==> config.mk <==
export PLATFORM = sky130hd
export DESIGN_NAME = sprite_mover
export DESIGN_NICKNAME = d
export VERILOG_FILES = /design/src/rtl/sprite_mover.sv
export SDC_FILE = /design/constraint.sdc
export NUM_CORES = 1
export LEC_CHECK = 0
export CAP_MARGIN = 30
export CORE_MARGIN = 2
export CORE_UTILIZATION = 40
export DETAILED_ROUTE_END_ITERATION = 10
export PLACE_DENSITY_LB_ADDON = 0.3
export REMOVE_ABC_BUFFERS = 1
export SYNTH_ARGS = -nofsm -noshare
export SYNTH_HDL_FRONTEND = slang
export SYNTH_SLANG_ARGS = --single-unit
==> constraint.sdc <==
create_clock -name clock -period 5.4 [get_ports clock]
set_input_delay 1.08 -clock clock [delete_from_list [all_inputs] [get_ports clock]]
set_output_delay 1.08 -clock clock [all_outputs]
set_load 0.05 [all_outputs]
==> src/rtl/sprite_mover.sv <==
// Sprite top-left position generator with a programmable tick divider and variable step.
// Supports manual wrap, manual clamp, autonomous bounce and hold, plus edge-hit pulses and a hit counter.
module sprite_mover #(
  parameter int HOR_FIELD = 800,
  parameter int VER_FIELD = 600,
  parameter int SIZE      = 25,
  parameter int HOR_W     = 12,
  parameter int VER_W     = 11,
  parameter int TICK_DIV  = 1048576,
  parameter int INIT_HOR  = 0,
  parameter int INIT_VER  = 0
) (
  input  logic             clock,
  input  logic             reset,
  input  logic [3:0]       control,
  input  logic [1:0]       mode,
  input  logic [3:0]       speed,
  output logic [HOR_W-1:0] hor_pos,
  output logic [VER_W-1:0] ver_pos,
  output logic             tick,
  output logic             hit_h,
  output logic             hit_v,
  output logic [15:0]      bounce_count
);

  localparam int CNT_W = $clog2(TICK_DIV);
  // One shared signed width, two bits wider than the widest axis, catches both underflow and overflow.
  localparam int W = ((HOR_W > VER_W) ? HOR_W : VER_W) + 2;

  typedef logic signed [W-1:0] coord_t;

  localparam coord_t HMAX = coord_t'(HOR_FIELD - SIZE);
  localparam coord_t VMAX = coord_t'(VER_FIELD - SIZE);
  localparam coord_t ZERO = '0;

  typedef enum logic [1:0] {
    MODE_WRAP   = 2'b00,
    MODE_CLAMP  = 2'b01,
    MODE_BOUNCE = 2'b10,
    MODE_HOLD   = 2'b11
  } mode_e;

  typedef struct packed {
    coord_t pos;
    logic   hit;
    logic   flip;
  } axis_t;

  function automatic axis_t step_axis(input coord_t pos, input coord_t lim, input logic [3:0] spd,
                                      input logic inc, input logic dec, input mode_e md,
                                      input logic fwd);
    coord_t delta;
    coord_t nxt;
    axis_t  res;
    delta    = {{(W-4){1'b0}}, spd};
    nxt      = pos;
    res.pos  = pos;
    res.hit  = 1'b0;
    res.flip = 1'b0;
    case (md)
      MODE_WRAP, MODE_CLAMP: begin
        if (inc && !dec)
          nxt = pos + delta;
        else if (dec && !inc)
          nxt = pos - delta;
        if (nxt < ZERO) begin
          res.pos = (md == MODE_WRAP) ? lim : ZERO;
          res.hit = (md == MODE_CLAMP);
        end else if (nxt > lim) begin
          res.pos = (md == MODE_WRAP) ? ZERO : lim;
          res.hit = (md == MODE_CLAMP);
        end else begin
          res.pos = nxt;
        end
      end
      MODE_BOUNCE: begin
        nxt = fwd ? (pos + delta) : (pos - delta);
        // Reflect the overshoot back into the field; landing exactly on an edge is not a contact.
        if (nxt > lim) begin
          res.pos  = lim + lim - nxt;
          res.hit  = 1'b1;
          res.flip = 1'b1;
        end else if (nxt < ZERO) begin
          res.pos  = ZERO - nxt;
          res.hit  = 1'b1;
          res.flip = 1'b1;
        end else begin
          res.pos = nxt;
        end
      end
      default: ;
    endcase
    return res;
  endfunction

  logic [CNT_W-1:0] div_count;
  logic             dx;
  logic             dy;
  logic             btn_up;
  logic             btn_down;
  logic             btn_left;
  logic             btn_right;
  axis_t            hor_step;
  axis_t            ver_step;
  logic             unused_bits;

  assign btn_up    = ~control[3];
  assign btn_down  = ~control[0];
  assign btn_left  = ~control[1];
  assign btn_right = ~control[2];

  always_comb begin
    hor_step = step_axis(coord_t'({{(W-HOR_W){1'b0}}, hor_pos}), HMAX, speed,
                         btn_right, btn_left, mode_e'(mode), dx);
    ver_step = step_axis(coord_t'({{(W-VER_W){1'b0}}, ver_pos}), VMAX, speed,
                         btn_down, btn_up, mode_e'(mode), dy);
  end

  assign unused_bits = ^{hor_step.pos[W-1:HOR_W], ver_step.pos[W-1:VER_W]};

  always_ff @(posedge clock or negedge reset) begin
    if (!reset) begin
      div_count <= '0;
      tick      <= 1'b0;
    end else if (div_count == CNT_W'(TICK_DIV - 1)) begin
      div_count <= '0;
      tick      <= 1'b1;
    end else begin
      div_count <= div_count + CNT_W'(1);
      tick      <= 1'b0;
    end
  end

  // Motion state only advances on the edge where the divider strobe is high.
  always_ff @(posedge clock or negedge reset) begin
    if (!reset) begin
      hor_pos      <= HOR_W'(INIT_HOR);
      ver_pos      <= VER_W'(INIT_VER);
      hit_h        <= 1'b0;
      hit_v        <= 1'b0;
      dx           <= 1'b1;
      dy           <= 1'b1;
      bounce_count <= '0;
    end else begin
      hit_h <= 1'b0;
      hit_v <= 1'b0;
      if (tick) begin
        hor_pos <= hor_step.pos[HOR_W-1:0];
        ver_pos <= ver_step.pos[VER_W-1:0];
        hit_h   <= hor_step.hit;
        hit_v   <= ver_step.hit;
        if (hor_step.flip)
          dx <= ~dx;
        if (ver_step.flip)
          dy <= ~dy;
        if ((hor_step.hit || ver_step.hit) && (bounce_count != 16'hFFFF))
          bounce_count <= bounce_count + 16'd1;
      end
    end
  end

endmodule

After elaboration in Yosys (flattened, before gate mapping)
Cells that the tools add are included.
- bits in registers: 64
- input port bits: 12
- output and inout bits: 42
- word-level logic and storage cells: 82
- add/subtract/negate cells: 10
- order comparisons: 8
- eq/ne operators: 4
- muxes and demuxes: 32
- bitwise operators: 6
- reduce and logical (&&, ||, !) cells: 13
- operators by type and width (kind ; number):
    two-way mux 14 bit ; 9
    > comparator 14 x 11 -> 1 bit (second input constant) ; 4
    less-than comparator 14 x 1 -> 1 bit (second input constant) ; 4
    two-way mux 10 bit ; 4
    two-way mux 12 bit ; 3
    two-way mux 13 bit ; 2
    case mux 13 bit (2 select lines) ; 1
    case mux 12 bit (2 select lines) ; 1
    two-way mux 11 bit ; 2
    adder 20 x 1 -> 20 bit (second input constant) ; 1
    == test 20 bit (second input constant) ; 1
    two-way mux 20 bit ; 1
    adder 16 x 1 -> 16 bit (second input constant) ; 1
    inequality test 16 bit (second input constant) ; 1
    adder 12 x 4 -> 13 bit ; 1
    subtractor 12 x 4 -> 13 bit ; 1
    adder 11 x 4 -> 12 bit ; 1
    subtractor 1 x 12 -> 12 bit (first input constant) ; 1
    subtractor 11 x 4 -> 12 bit ; 1
    subtractor 12 bit (first input constant) ; 1
    subtractor 1 x 11 -> 11 bit (first input constant) ; 1
    subtractor 11 bit (first input constant) ; 1
    AND reduction 2 bit ; 4
    two-way mux 1 bit ; 7
    other kinds (9) ; 19

Longest topological paths before layout
- depth after elaboration: 12
- mapped depth: 16
- depth with buffers taken out: 14

Least setup slack after synthesis
No wires, ideal clock.
- path type: input -> register
- start: in speed[3]
- end: reg ver_pos[0]
- library setup time: 149 ps
- arrival time: 4006 ps
- slack: 1245 ps
- stages on the path: 13
- path through: inv_1 -> ha_1 -> or3_1 -> or3_1 -> clkbuf_1 -> or3_1 -> o32a_1 -> xor2_1 -> o21a_1 -> o31ai_2 -> a21oi_1 -> o211ai_1 -> o311ai_0
- cells in the longest elaborated chain, start to end: 8
- elaborated cells between the ends (all ways): 15
- ends and longest elaborated chain (what ; line ; source):
    start: declaration ; 17 ; input logic [3:0] speed,
    subtractor 11 x 4 -> 12 bit ; 65, 77 ;
    two-way mux 14 bit ; 64 ; else if (dec && !inc)
    two-way mux 14 bit ; 62 ; if (inc && !dec)
    two-way mux 14 bit ; 60 ; case (md)
    > comparator 14 x 11 -> 1 bit ; 69 ; end else if (nxt > lim) begin
    two-way mux 11 bit ; 69 ;
    two-way mux 12 bit ; 66 ; if (nxt < ZERO) begin
    case mux 12 bit (2 select lines) * ; 60 ;
    end signal: assignment ; 138 ; ver_pos <= VER_W'(INIT_VER);
    end signal: assignment ; 149 ; ver_pos <= ver_step.pos[VER_W-1:0];
    end: declaration ; 19 ; output logic [VER_W-1:0] ver_pos,
Every way passes the cells marked *; elsewhere a longest branch is shown, timed or not. The select of a mux whose other input is x is not followed.
A chain may end at the register's enable or synchronous reset.

Final worst setup path
Ends and elaborated chain as after synthesis.

==> results.sh <==
export IMPL_p_int_mw=0.8927
export IMPL_power_leakage_nw=2.757
export IMPL_hold_class="register to register"
export IMPL_drc_errors=0
export IMPL_fin_nets=802
export IMPL_die_y_um=125.1
export IMPL_period_needed_ns=5.001
export IMPL_syn_inst=723
export IMPL_antenna_found_initial=0
export IMPL_final_max_slew_viol_count=0
export IMPL_drv_cap=0
export IMPL_path_cells="clkdlybuf4s50_1 > inv_1 > ha_1 > or3_1 > or3_1 > or3_1 > o32a_1 > xor2_1 > o21a_1 > o31ai_2 > o21ai_0 > nand2_1 > o311ai_0"
export IMPL_drt_initial_drc_count=757
export IMPL_clock_fmax_ghz=0.2000
export IMPL_switching_share=0.2415
export IMPL_yosysTopAreaCellShare=0.2644
export IMPL_overflow=0
export IMPL_worst_pin_slew_ns=0.8035
export IMPL_ir_drop_mv=0.1289
export IMPL_crit_top_cell="or3_1"
export IMPL_vias=5896
export IMPL_synth_largest_area_cell="dfrtp_1"
export IMPL_cp_required_ns=5.57
export IMPL_whs_path_depth=1
export IMPL_rsz0062_at_grt="false"
export IMPL_hold_viol=0
export IMPL_clk_pin_slew_ns=0.05
export IMPL_layout_common_cells="dfrtp_1 (62), nor2_1 (58), clkdlybuf4s50_1 (52)"
export IMPL_reg2reg_slack_ns=1.39
export IMPL_htreeDepth=3
export IMPL_grt_pass1_wl_mm=28.26
export IMPL_slew_headroom=0.4595
export IMPL_reg2reg_to="ver_pos[0]"
export IMPL_syn_area_per_cell_um2=8.116
export IMPL_min_to="div_count[18]"
export IMPL_r2r_cells=11
export IMPL_powerDensity_nw_per_um2=171.5
export IMPL_dieArea_um2=15660
export IMPL_synth_area_leaders="dfrtp_1 (26%), xnor2_1 (7.2%), ha_1 (5.1%)"
export IMPL_synth_edf_count=0
export IMPL_synth_warnings=0
export IMPL_start_util=0.4068
export IMPL_setup_violations=0
export IMPL_post_cts_resized=0
export IMPL_status="finished, final reports clean"
export IMPL_cts_tree="yes"
export IMPL_dr_pass1_iters=5
export IMPL_place_congestion=0.9669
export IMPL_endpoint_kind="register"
export IMPL_p_sw_mw=0.2843
export IMPL_cts_buffers=9
export IMPL_die_w_um=125.1
export IMPL_post_cts_buffers=0
export IMPL_grt_max_degree=65
export IMPL_postRouteAntennaNets=0
export IMPL_seqPwrFrac=0.408
export IMPL_synthesis_area_um2=5868
export IMPL_cp_start_kind="input pin"
export IMPL_core_rowCount=44
export IMPL_ctsHoldBuffers=0
export IMPL_crit_type="input pin to register"
export IMPL_hold_ws_ns=0.4706
export IMPL_hpwl_mm=12.75
export IMPL_clock_skew_ns=0.006735
export IMPL_core_area_um2=14420
export IMPL_synthFlopType="dfrtp_1"
export IMPL_comb_power_share=0.110
export IMPL_grt_use_total=0.2173
export IMPL_root_buffer="clkbuf_16"
export IMPL_port_buffers=53
export IMPL_max_stage_delay_ns=0.67
export IMPL_crit_arrival_ns=5.17
export IMPL_mostFrequentLayoutCell="dfrtp_1"
export IMPL_fin_crit_sh=0.9261
export IMPL_crit_reg2reg_launch="ver_pos[3]"
export IMPL_async_flop_share=1.000
export IMPL_area_growth_pct=16.97
export IMPL_grt_pass1_vias=5525
export IMPL_insertion_delay_ns=0.33
export IMPL_synth_seq_cells=64
export IMPL_critical_path_slowest_cell="o31ai_2"
export IMPL_clock_power_share=0.482
export IMPL_antenna_cells=0
export IMPL_clockBufferDepth=2
export IMPL_cts_num_sinks=64
export IMPL_layout_drive_gt1_share=0.05875
export IMPL_ios=54
export IMPL_fin_setup_tns_ns=0
export IMPL_routed_wl_mm=17.25
export IMPL_critPathMaxFanout=9
export IMPL_min_from="div_count[18]"
export IMPL_yosysSeqAreaShare=0.2733
export IMPL_vias_per_cell=6.206
export IMPL_wl_per_cell_um=18.16
export IMPL_ys_types=76
[critical path, delay by kind of cell]
kind            cells  cell delay, ns
compound gates      5            1.54
xor+xnor            1            0.17
buf+inv             2            0.68
fa+ha+maj           1            0.27
simple gates        4            1.45
[cell families (layout without fill, tap and decap cells)]
kind of cell,Yosys count,count (layout),synth area share
simple gates,269,269,0.2339
compound gates,217,217,0.2623
xor+xnor,71,71,0.1060
buf+inv,65,108,0.04350
flops,64,64,0.2733
fa+ha+maj,28,28,0.06482
mux,9,9,0.01620
[sequential cells by signal (all words and copies together) (netlist names)]
register,cells
div_count,20
dy,1
dx,1
hit_h,1
bounce_count,16
ver_pos,11
hor_pos,12
hit_v,1
tick,1
[routing by layer]
layer	vias up	global-route usage	wire (um)	share of wire
met5	-	0	0	0
met4	0	0.07516	367	0.021
met3	35	0.04151	1340	0.078
met2	252	0.3210	7569	0.44
met1	2850	0.3181	7973	0.46
li1	2759	-	-	-
[power by group through the flow]
| stage | clock [mW] | sequential [mW] | combinational [mW] |
|---|---|---|---|
| floorplan | 0 | 0.488 | 0.0761 |
| CTS | 0.579 | 0.480 | 0.128 |
| global route | 0.598 | 0.480 | 0.143 |
| global placement | 0 | 0.488 | 0.125 |
| finish | 0.567 | 0.480 | 0.129 |
| detailed placement | 0 | 0.488 | 0.127 |
[worst max-delay path by stage]
stage,end,depth (start not counted),startpoint,slack [ns]
final,ver_pos[0],13,speed[3],0.40
after global routing,ver_pos[0],13,speed[3],0.19
after CTS,ver_pos[0],13,speed[3],0.45
after detailed placement,ver_pos[0],13,speed[3],0.12
after global placement,ver_pos[0],13,speed[3],0.09
after floorplan,ver_pos[0],12,speed[3],1.26
[metrics by stage]
step | power, mW | cell area [um^2] | util | setup slack [ns] | instances
floorplan | 0.5646 | 5707 | - | 1.265 | 683
global placement | 0.6129 | 6575 | 0.4558 | 0.09326 | 935
detailed placement | 0.6154 | 6575 | 0.4558 | 0.1180 | 935
CTS | 1.188 | 6864 | 0.4759 | 0.4470 | 950
global route | 1.220 | 6864 | 0.4759 | 0.1894 | 950
finish | 1.177 | 6864 | 0.4759 | 0.3989 | 950
[cell usage after synthesis (4+ instances only)]
cell and n:
a211oi_1 9, a21oi_1 44, a221oi_1 4, a22oi_1 11, a31oi_1 14, and2_1 10, and3_1 18, clkbuf_1 35
dfrtp_1 62, fa_1 4, ha_1 24, inv_1 25, mux2i_1 5, nand2_1 49, nand2b_1 15, nand3_1 32
nand4_1 13, nor2_1 58, nor2b_1 13, nor3_1 25, nor4_1 8, o211ai_1 4, o21a_1 9, o21ai_0 31
o221ai_1 7, o22a_1 5, o22ai_1 11, o31ai_1 9, o32ai_1 6, or3_1 12, or4_1 5, xnor2_1 48
xor2_1 23
[area by class of cell]
class                   instances  area [um^2]
multi-input cells             594         4009
flip-flops and latches         64         1604
clock buffers                  12        246.5
repair buffers                 68        638.1
well taps                     184        230.2
fillers                      1418         7560
inverters                      25        93.84
clock inverters                 3        42.54
Power figures use the tool's default switching activity.
